[src/rtl/pulse_transmitter_symbol_gen_if.sv]
// Symbol write channel between the register block and the symbol generator.
// The master offers one (level, duration) symbol per cycle with sym_valid;
// the slave accepts it in any cycle where sym_ready is also high.
interface pulse_transmitter_symbol_gen_if #(
    parameter int DUR_W = 8
) ();
    logic             sym_valid;
    logic             sym_level;
    logic [DUR_W-1:0] sym_duration;
    logic             sym_ready;

    modport master (
        output sym_valid,
        output sym_level,
        output sym_duration,
        input  sym_ready
    );

    modport slave (
        input  sym_valid,
        input  sym_level,
        input  sym_duration,
        output sym_ready
    );
endinterface

[src/rtl/pulse_transmitter_symbol_gen.sv]
// Pulse transmitter symbol generator: buffers (level, duration) symbols in a
// small FIFO and plays them back as a gap-free, prescaler-timed pulse train.
// Optional feature macro PULSE_TX_LOOP_EN adds cfg_loop, which recirculates
// every played symbol to the FIFO tail so the pattern repeats until stop.
module pulse_transmitter_symbol_gen #(
    parameter int DUR_W      = 8,
    parameter int PRESC_W    = 8,
    parameter int FIFO_DEPTH = 4,
    localparam int PTR_W     = $clog2(FIFO_DEPTH),
    localparam int CNT_W     = PTR_W + 1
) (
    input  logic               clk,
    input  logic               sys_rst_n,
    input  logic [PRESC_W-1:0] cfg_prescaler,
    input  logic               cfg_idle_level,
`ifdef PULSE_TX_LOOP_EN
    input  logic               cfg_loop,
`endif
    input  logic               start,
    input  logic               stop,
    pulse_transmitter_symbol_gen_if.slave sym_bus,
    output logic               sig_out,
    output logic               busy,
    output logic               done,
    output logic [CNT_W-1:0]   fifo_count
);

    typedef enum logic {
        IDLE = 1'b0,
        RUN  = 1'b1
    } state_t;

    state_t state, next_state;

    logic             mem_level [FIFO_DEPTH];
    logic [DUR_W-1:0] mem_dur   [FIFO_DEPTH];
    logic [PTR_W-1:0] wr_ptr, rd_ptr, ext_addr;
    logic [CNT_W-1:0] count;
    logic             full;
    logic             head_level;
    logic [DUR_W-1:0] head_dur;

    logic               rst_done;
    logic               cur_level;
    logic [DUR_W-1:0]   cur_dur;
    logic [DUR_W-1:0]   dur_cnt;
    logic [PRESC_W-1:0] presc_reload;
    logic [PRESC_W-1:0] presc_cnt;

    logic tick, expire;
    logic pop, flush, finish, latch_cfg;
    logic push_ext, push_loop;

    assign full       = (count == CNT_W'(FIFO_DEPTH));
    assign head_level = mem_level[rd_ptr];
    assign head_dur   = mem_dur[rd_ptr];
    assign fifo_count = count;

    assign tick   = (presc_cnt == presc_reload);
    assign expire = tick && (dur_cnt == cur_dur);

`ifdef PULSE_TX_LOOP_EN
    logic loop_mode;
    logic loop_next;

    assign loop_next        = latch_cfg ? cfg_loop : loop_mode;
    assign push_loop        = pop && loop_next;
    assign sym_bus.sym_ready = rst_done && !full && !(busy && loop_mode);

    // Loop mode is captured at start so later cfg_loop changes do not matter
    always_ff @(posedge clk) begin
        if (!sys_rst_n) begin
            loop_mode <= 1'b0;
        end else if (flush) begin
            loop_mode <= 1'b0;
        end else if (latch_cfg) begin
            loop_mode <= cfg_loop;
        end
    end
`else
    assign push_loop         = 1'b0;
    assign sym_bus.sym_ready = rst_done && !full;
`endif

    // A flushing stop discards any write offered in the same cycle
    assign push_ext = sym_bus.sym_valid && sym_bus.sym_ready && !flush;
    // When a recirculated symbol and a new one land together, the new one goes second
    assign ext_addr = push_loop ? (wr_ptr + PTR_W'(1)) : wr_ptr;

    // State register
    always_ff @(posedge clk) begin
        if (!sys_rst_n) begin
            state <= IDLE;
        end else begin
            state <= next_state;
        end
    end

    // Next-state and control decode; stop outranks start, push and expiry
    always_comb begin
        next_state = state;
        pop        = 1'b0;
        flush      = 1'b0;
        finish     = 1'b0;
        latch_cfg  = 1'b0;
        case (state)
            IDLE: begin
                if (stop) begin
                    flush = 1'b1;
                end else if (start && (count != '0)) begin
                    pop        = 1'b1;
                    latch_cfg  = 1'b1;
                    next_state = RUN;
                end
            end
            RUN: begin
                if (stop) begin
                    flush      = 1'b1;
                    next_state = IDLE;
                end else if (expire) begin
                    if (count != '0) begin
                        pop = 1'b1;
                    end else begin
                        finish     = 1'b1;
                        next_state = IDLE;
                    end
                end
            end
            default: next_state = IDLE;
        endcase
    end

    // Symbol storage; no reset needed since count guards every read
    always_ff @(posedge clk) begin
        if (push_loop) begin
            mem_level[wr_ptr] <= head_level;
            mem_dur[wr_ptr]   <= head_dur;
        end
        if (push_ext) begin
            mem_level[ext_addr] <= sym_bus.sym_level;
            mem_dur[ext_addr]   <= sym_bus.sym_duration;
        end
    end

    // FIFO pointers and occupancy
    always_ff @(posedge clk) begin
        if (!sys_rst_n || flush) begin
            wr_ptr <= '0;
            rd_ptr <= '0;
            count  <= '0;
        end else begin
            wr_ptr <= wr_ptr + PTR_W'(push_ext) + PTR_W'(push_loop);
            rd_ptr <= rd_ptr + PTR_W'(pop);
            count  <= count + CNT_W'(push_ext) + CNT_W'(push_loop) - CNT_W'(pop);
        end
    end

    // Playback datapath: timing counters, current symbol and registered outputs
    always_ff @(posedge clk) begin
        if (!sys_rst_n) begin
            rst_done     <= 1'b0;
            sig_out      <= 1'b0;
            busy         <= 1'b0;
            done         <= 1'b0;
            cur_level    <= 1'b0;
            cur_dur      <= '0;
            dur_cnt      <= '0;
            presc_cnt    <= '0;
            presc_reload <= '0;
        end else begin
            rst_done <= 1'b1;
            busy     <= (next_state == RUN);
            done     <= finish;
            if (next_state == RUN) begin
                sig_out <= pop ? head_level : cur_level;
            end else begin
                sig_out <= cfg_idle_level;
            end
            if (latch_cfg) begin
                presc_reload <= cfg_prescaler;
            end
            if (pop) begin
                cur_level <= head_level;
                cur_dur   <= head_dur;
                presc_cnt <= '0;
                dur_cnt   <= '0;
            end else if (state == RUN && next_state == RUN) begin
                if (tick) begin
                    presc_cnt <= '0;
                    dur_cnt   <= dur_cnt + DUR_W'(1);
                end else begin
                    presc_cnt <= presc_cnt + PRESC_W'(1);
                end
            end else begin
                presc_cnt <= '0;
                dur_cnt   <= '0;
            end
        end
    end

endmodule
[src/flat_wrapper.sv]
// flat-port wrapper written by rule: the top's interface ports become plain ports
module pulse_transmitter_symbol_gen_flat 
#(
    parameter int DUR_W      = 8,
    parameter int PRESC_W    = 8,
    parameter int FIFO_DEPTH = 4,
    localparam int PTR_W     = $clog2(FIFO_DEPTH),
    localparam int CNT_W     = PTR_W + 1
)
  (clk, sys_rst_n, cfg_prescaler, cfg_idle_level, start, stop, sig_out, busy, done, fifo_count, sym_bus_sym_valid, sym_bus_sym_level, sym_bus_sym_duration, sym_bus_sym_ready);
  pulse_transmitter_symbol_gen_if #(.DUR_W(DUR_W)) sym_bus_i ();
  input  logic clk;
  input  logic sys_rst_n;
  input  logic [PRESC_W-1:0] cfg_prescaler;
  input  logic cfg_idle_level;
  input  logic start;
  input  logic stop;
  output logic sig_out;
  output logic busy;
  output logic done;
  output logic [CNT_W-1:0] fifo_count;
  input wire logic [$bits(sym_bus_i.sym_valid)-1:0] sym_bus_sym_valid;
  input wire logic [$bits(sym_bus_i.sym_level)-1:0] sym_bus_sym_level;
  input wire logic [$bits(sym_bus_i.sym_duration)-1:0] sym_bus_sym_duration;
  output wire logic [$bits(sym_bus_i.sym_ready)-1:0] sym_bus_sym_ready;
  assign sym_bus_i.sym_valid = sym_bus_sym_valid;
  assign sym_bus_i.sym_level = sym_bus_sym_level;
  assign sym_bus_i.sym_duration = sym_bus_sym_duration;
  assign sym_bus_sym_ready = sym_bus_i.sym_ready;
  pulse_transmitter_symbol_gen #(.DUR_W(DUR_W), .PRESC_W(PRESC_W), .FIFO_DEPTH(FIFO_DEPTH)) u_core (.clk(clk), .sys_rst_n(sys_rst_n), .cfg_prescaler(cfg_prescaler), .cfg_idle_level(cfg_idle_level), .start(start), .stop(stop), .sym_bus(sym_bus_i), .sig_out(sig_out), .busy(busy), .done(done), .fifo_count(fifo_count));
endmodule
[config.mk]
export PLATFORM = sky130hd
export DESIGN_NAME = pulse_transmitter_symbol_gen_flat
export DESIGN_NICKNAME = d
export VERILOG_FILES = /design/src/rtl/pulse_transmitter_symbol_gen_if.sv /design/src/rtl/pulse_transmitter_symbol_gen.sv /design/src/flat_wrapper.sv
export SDC_FILE = /design/constraint.sdc
export NUM_CORES = 1
export LEC_CHECK = 0
export CORE_AREA = 5 5 88 90
export CTS_BUF_LIST = sky130_fd_sc_hd__clkbuf_8
export CTS_CLUSTER_DIAMETER = 120
export DETAILED_ROUTE_END_ITERATION = 8
export DIE_AREA = 0 0 93 95
export GPL_ROUTABILITY_DRIVEN = 0
export PLACE_DENSITY = 0.7
export SLEW_MARGIN = 20
export SYNTH_ARGS = -nofsm -noshare
export SYNTH_HDL_FRONTEND = slang
export SYNTH_SLANG_ARGS = --single-unit
export TNS_END_PERCENT = 5
[constraint.sdc]
create_clock -name clk -period 6.1 [get_ports clk]
set_input_delay 0.61 -clock clk [delete_from_list [all_inputs] [get_ports clk]]
set_output_delay 0.61 -clock clk [all_outputs]
set_load 0.02 [all_outputs]
==> results.cfg <==
[synthesis]
ys_warn_count = 0
yosys.area.top_type = edfxtp_1
netlist_instances = 267
syn_area_sq_mm = 0.00335
synth_fp_nets = 297
yosysUniqueCellTypes = 35
yosysTopAreaCellShare_pct = 32.3
ys_seq_area_share_pct = 58.6
synth_seq_cells = 80
ys_top_cells_by_area = edfxtp_1, dfxtp_1, mux4_2, xnor2_1, nor2_1
avgSynthCellArea_sq_um = 12.5

[die]
initial_core_util_pct = 47.9
num_rows = 31
dieArea_sq_mm = 0.00884
die_h_um = 95
dieWidth_um = 93
core_sq_mm = 0.00698
io_pins = 30

[clock_tree]
cts_buffers = 9
cts-resized-gates = 0
htree_levels = 3
root_buffer = clkbuf_8
cts_tree = yes
clk_pin_slew_ns = 0.09
cts_sinks = 80
cts_hold_buf = 0
clockBufferDepth = 2
worstSkewPairLatency_ns = 0.36
postCtsSetupRepairBufs = 0

[placement]
numPortBuffers = 29
hpwl_um = 4000
dpl_cell_area_sq_mm = 0.00370

[sta]
tightest_slew_ns = 0.829
clock.fmax_mhz = 284
skew_ns = 0.00751
slew_violations = 0
period_needed_ns = 3.52
grt_setup_unrepaired = false
relSlewSlack_pct = 44.6
finalSetupViolCount = 0
finalCritPeriodShare_pct = 57.7
fin_tns_setup_ns = 0
hold_viol = 0

[grt]
overflow = 0
grt_pass1_wl_um = 9580
antenna_found_initial = 0
grt_use_total_pct = 14.4
grt_start_max_net_pins = 23
first_global_vias = 2048

[cells_and_area]
fin_nets = 329
antenna_cells = 0
stdcell_area_sq_mm = 0.00390
syn_to_final_growth_pct = 16.5
post-route-util_pct = 55.9
layout-drive-gt1-share_pct = 11.2

[setup_path]
end_kind = register
crit_start = stop
path_class = in -> reg
critical_path.startpoint_type = input pin
cp.arrival_ns = 3.76
r2r_start = u_core.fifo_count[1]
cp_max_fo = 10
cp.required_ns = 6.35

[power_and_ir_drop]
p_per_area_mw_per_mm2 = 259
power_leakage_nw = 1.36
power_mw = 1.01
ir_drop_v = 0.000248

[route]
firstDrtPassIters = 4
wire_per_inst_um = 14.6
wirelength_um = 5640
vias = 1975
drt.antenna.violating_nets = 0
drtIter0Drc = 53
drc = 0
vias_per_cell = 5.12

[worst_hold_path]
holdCritStartpoint = u_core.presc_reload[6]
hp-class = reg -> reg

[status]
status = complete, no violations

[flow_run]
drv_cap = 0
critical path, stage by stage:
cell and delay (ns):
clkdlybuf4s50_1 0.57, or4b_1 0.39, clkinv_4 0.15, a31oi_2 0.59, inv_1 0.15, ha_1 0.32, inv_1 0.07, ha_1 0.14
inv_1 0.05, fa_1 0.37, xor2_1 0.17, xnor2_1 0.14, nor2_1 0.05
placed cells by master, fill, tap and decap left out, types with 2 or more instances in the layout:
cell type	Yosys	final
dfxtp_1	44	44
edfxtp_1	36	36
clkdlybuf4s50_1	0	29
nor2_1	26	26
nand2_1	24	24
xnor2_1	23	23
nor2b_1	11	11
xor2_1	10	10
a21boi_0	9	9
nand3_1	9	9
mux4_2	9	9
clkbuf_8	0	9
mux2i_1	8	8
inv_1	6	6
and2_1	6	6
ha_1	6	6
nand4_1	5	5
clkinv_4	1	4
and3_1	3	3
o21ai_0	3	3
a21oi_1	3	3
and3b_1	2	2
or2_2	2	2
nand2b_1	2	2
a211oi_1	2	2
clkinvlp_4	0	2
report_power, final:
part / leakage, nW / internal, mW / switching, mW
clock network: 0.0960 / 0.192 / 0.203
registers: 0.680 / 0.564 / 0.00272
logic: 0.588 / 0.0258 / 0.0210
path summary, 6_finish.rpt:
path	cells after the start	to	slack, ns
setup reg to reg	13	u_core.fifo_count[2]	2.70
setup / recovery	13	u_core.fifo_count[2]	2.58
hold reg to reg	2	u_core.presc_reload[6]	0.49
hold / removal	2	u_core.presc_reload[6]	0.49
flip-flops by register name (all words and copies together), names as in the netlist:
register and cells:
u_core.cur_dur 8, u_core.mem_level 4, u_core.rd_ptr 2, u_core.done 1
u_core.sig_out 1, u_core.ext_addr 2, u_core.cur_level 1, u_core.dur_cnt 8
u_core.presc_reload 8, u_core.mem_dur 32, u_core.presc_cnt 8, u_core.fifo_count 3
u_core.rst_done 1, u_core.state 1
through the flow:
stage	hold WS (ns)	std cells	setup slack [ns]
4_1_cts	0.487	386	2.58
5_1_grt	0.513	386	2.34
3_5_place_dp	0.475	370	2.23
6_report	0.485	386	2.58
3_3_place_gp	0.471	370	2.31
2_1_floorplan	0.456	267	3.23
logic make-up (layout without fill, tap and decap cells):
group                      count (synthesis)  in the layout  synth area share (%)
buffers and inverters                     15             52                  2.39
muxes                                     17             17                  8.45
AOI/OAI and AO/OA                         18             18                  3.74
adders and majority gates                  7              7                  2.84
and+or+nand+nor                           97             97                  15.3
xor gates and xnor gates                  33             33                  8.64
DFF                                       80             80                  58.6
routing by layer:
layer	vias up	track usage, %	share of wire [%]
met4	0	6.23	2.0
met3	9	4.14	3.7
met5	-	0	0
li1	997	-	-
met2	29	24.2	50
met1	940	17.2	44
synth_stat cells:
| cell | number |
|---|---|
| nand2b_1 | 2 |
| ha_1 | 6 |
| nor2b_1 | 11 |
| mux2i_1 | 8 |
| mux4_2 | 9 |
| a21oi_1 | 3 |
| clkinv_4 | 1 |
| inv_1 | 6 |
| xnor2_1 | 23 |
| a21boi_0 | 9 |
| and3_2 | 1 |
| or2_2 | 2 |
| and3b_1 | 2 |
| nor4_1 | 1 |
| buf_2 | 3 |
| and3_1 | 3 |
| nor3_4 | 1 |
| nand4_1 | 5 |
| or4b_1 | 1 |
| nor3b_1 | 1 |
| nand3_1 | 9 |
| nand2_1 | 24 |
| xor2_1 | 10 |
| nand4_2 | 1 |
| edfxtp_1 | 36 |
| dfxtp_1 | 44 |
| a31oi_2 | 1 |
| nor2_1 | 26 |
| and2_1 | 6 |
| a211oi_1 | 2 |
| nor4_4 | 1 |
| buf_6 | 2 |
| fa_1 | 1 |
| clkbuf_1 | 3 |
| o21ai_0 | 3 |
final cells by class:
type	count	area [sq um]
clock buffer	9	124
clock inverter	7	80.1
fill	601	3080
inverter	7	31.3
multi-input combinational	172	1310
sequential	80	1960
tap	82	103
timing repair buffer	29	290
No activity file was read; power rests on OpenSTA's default activity.
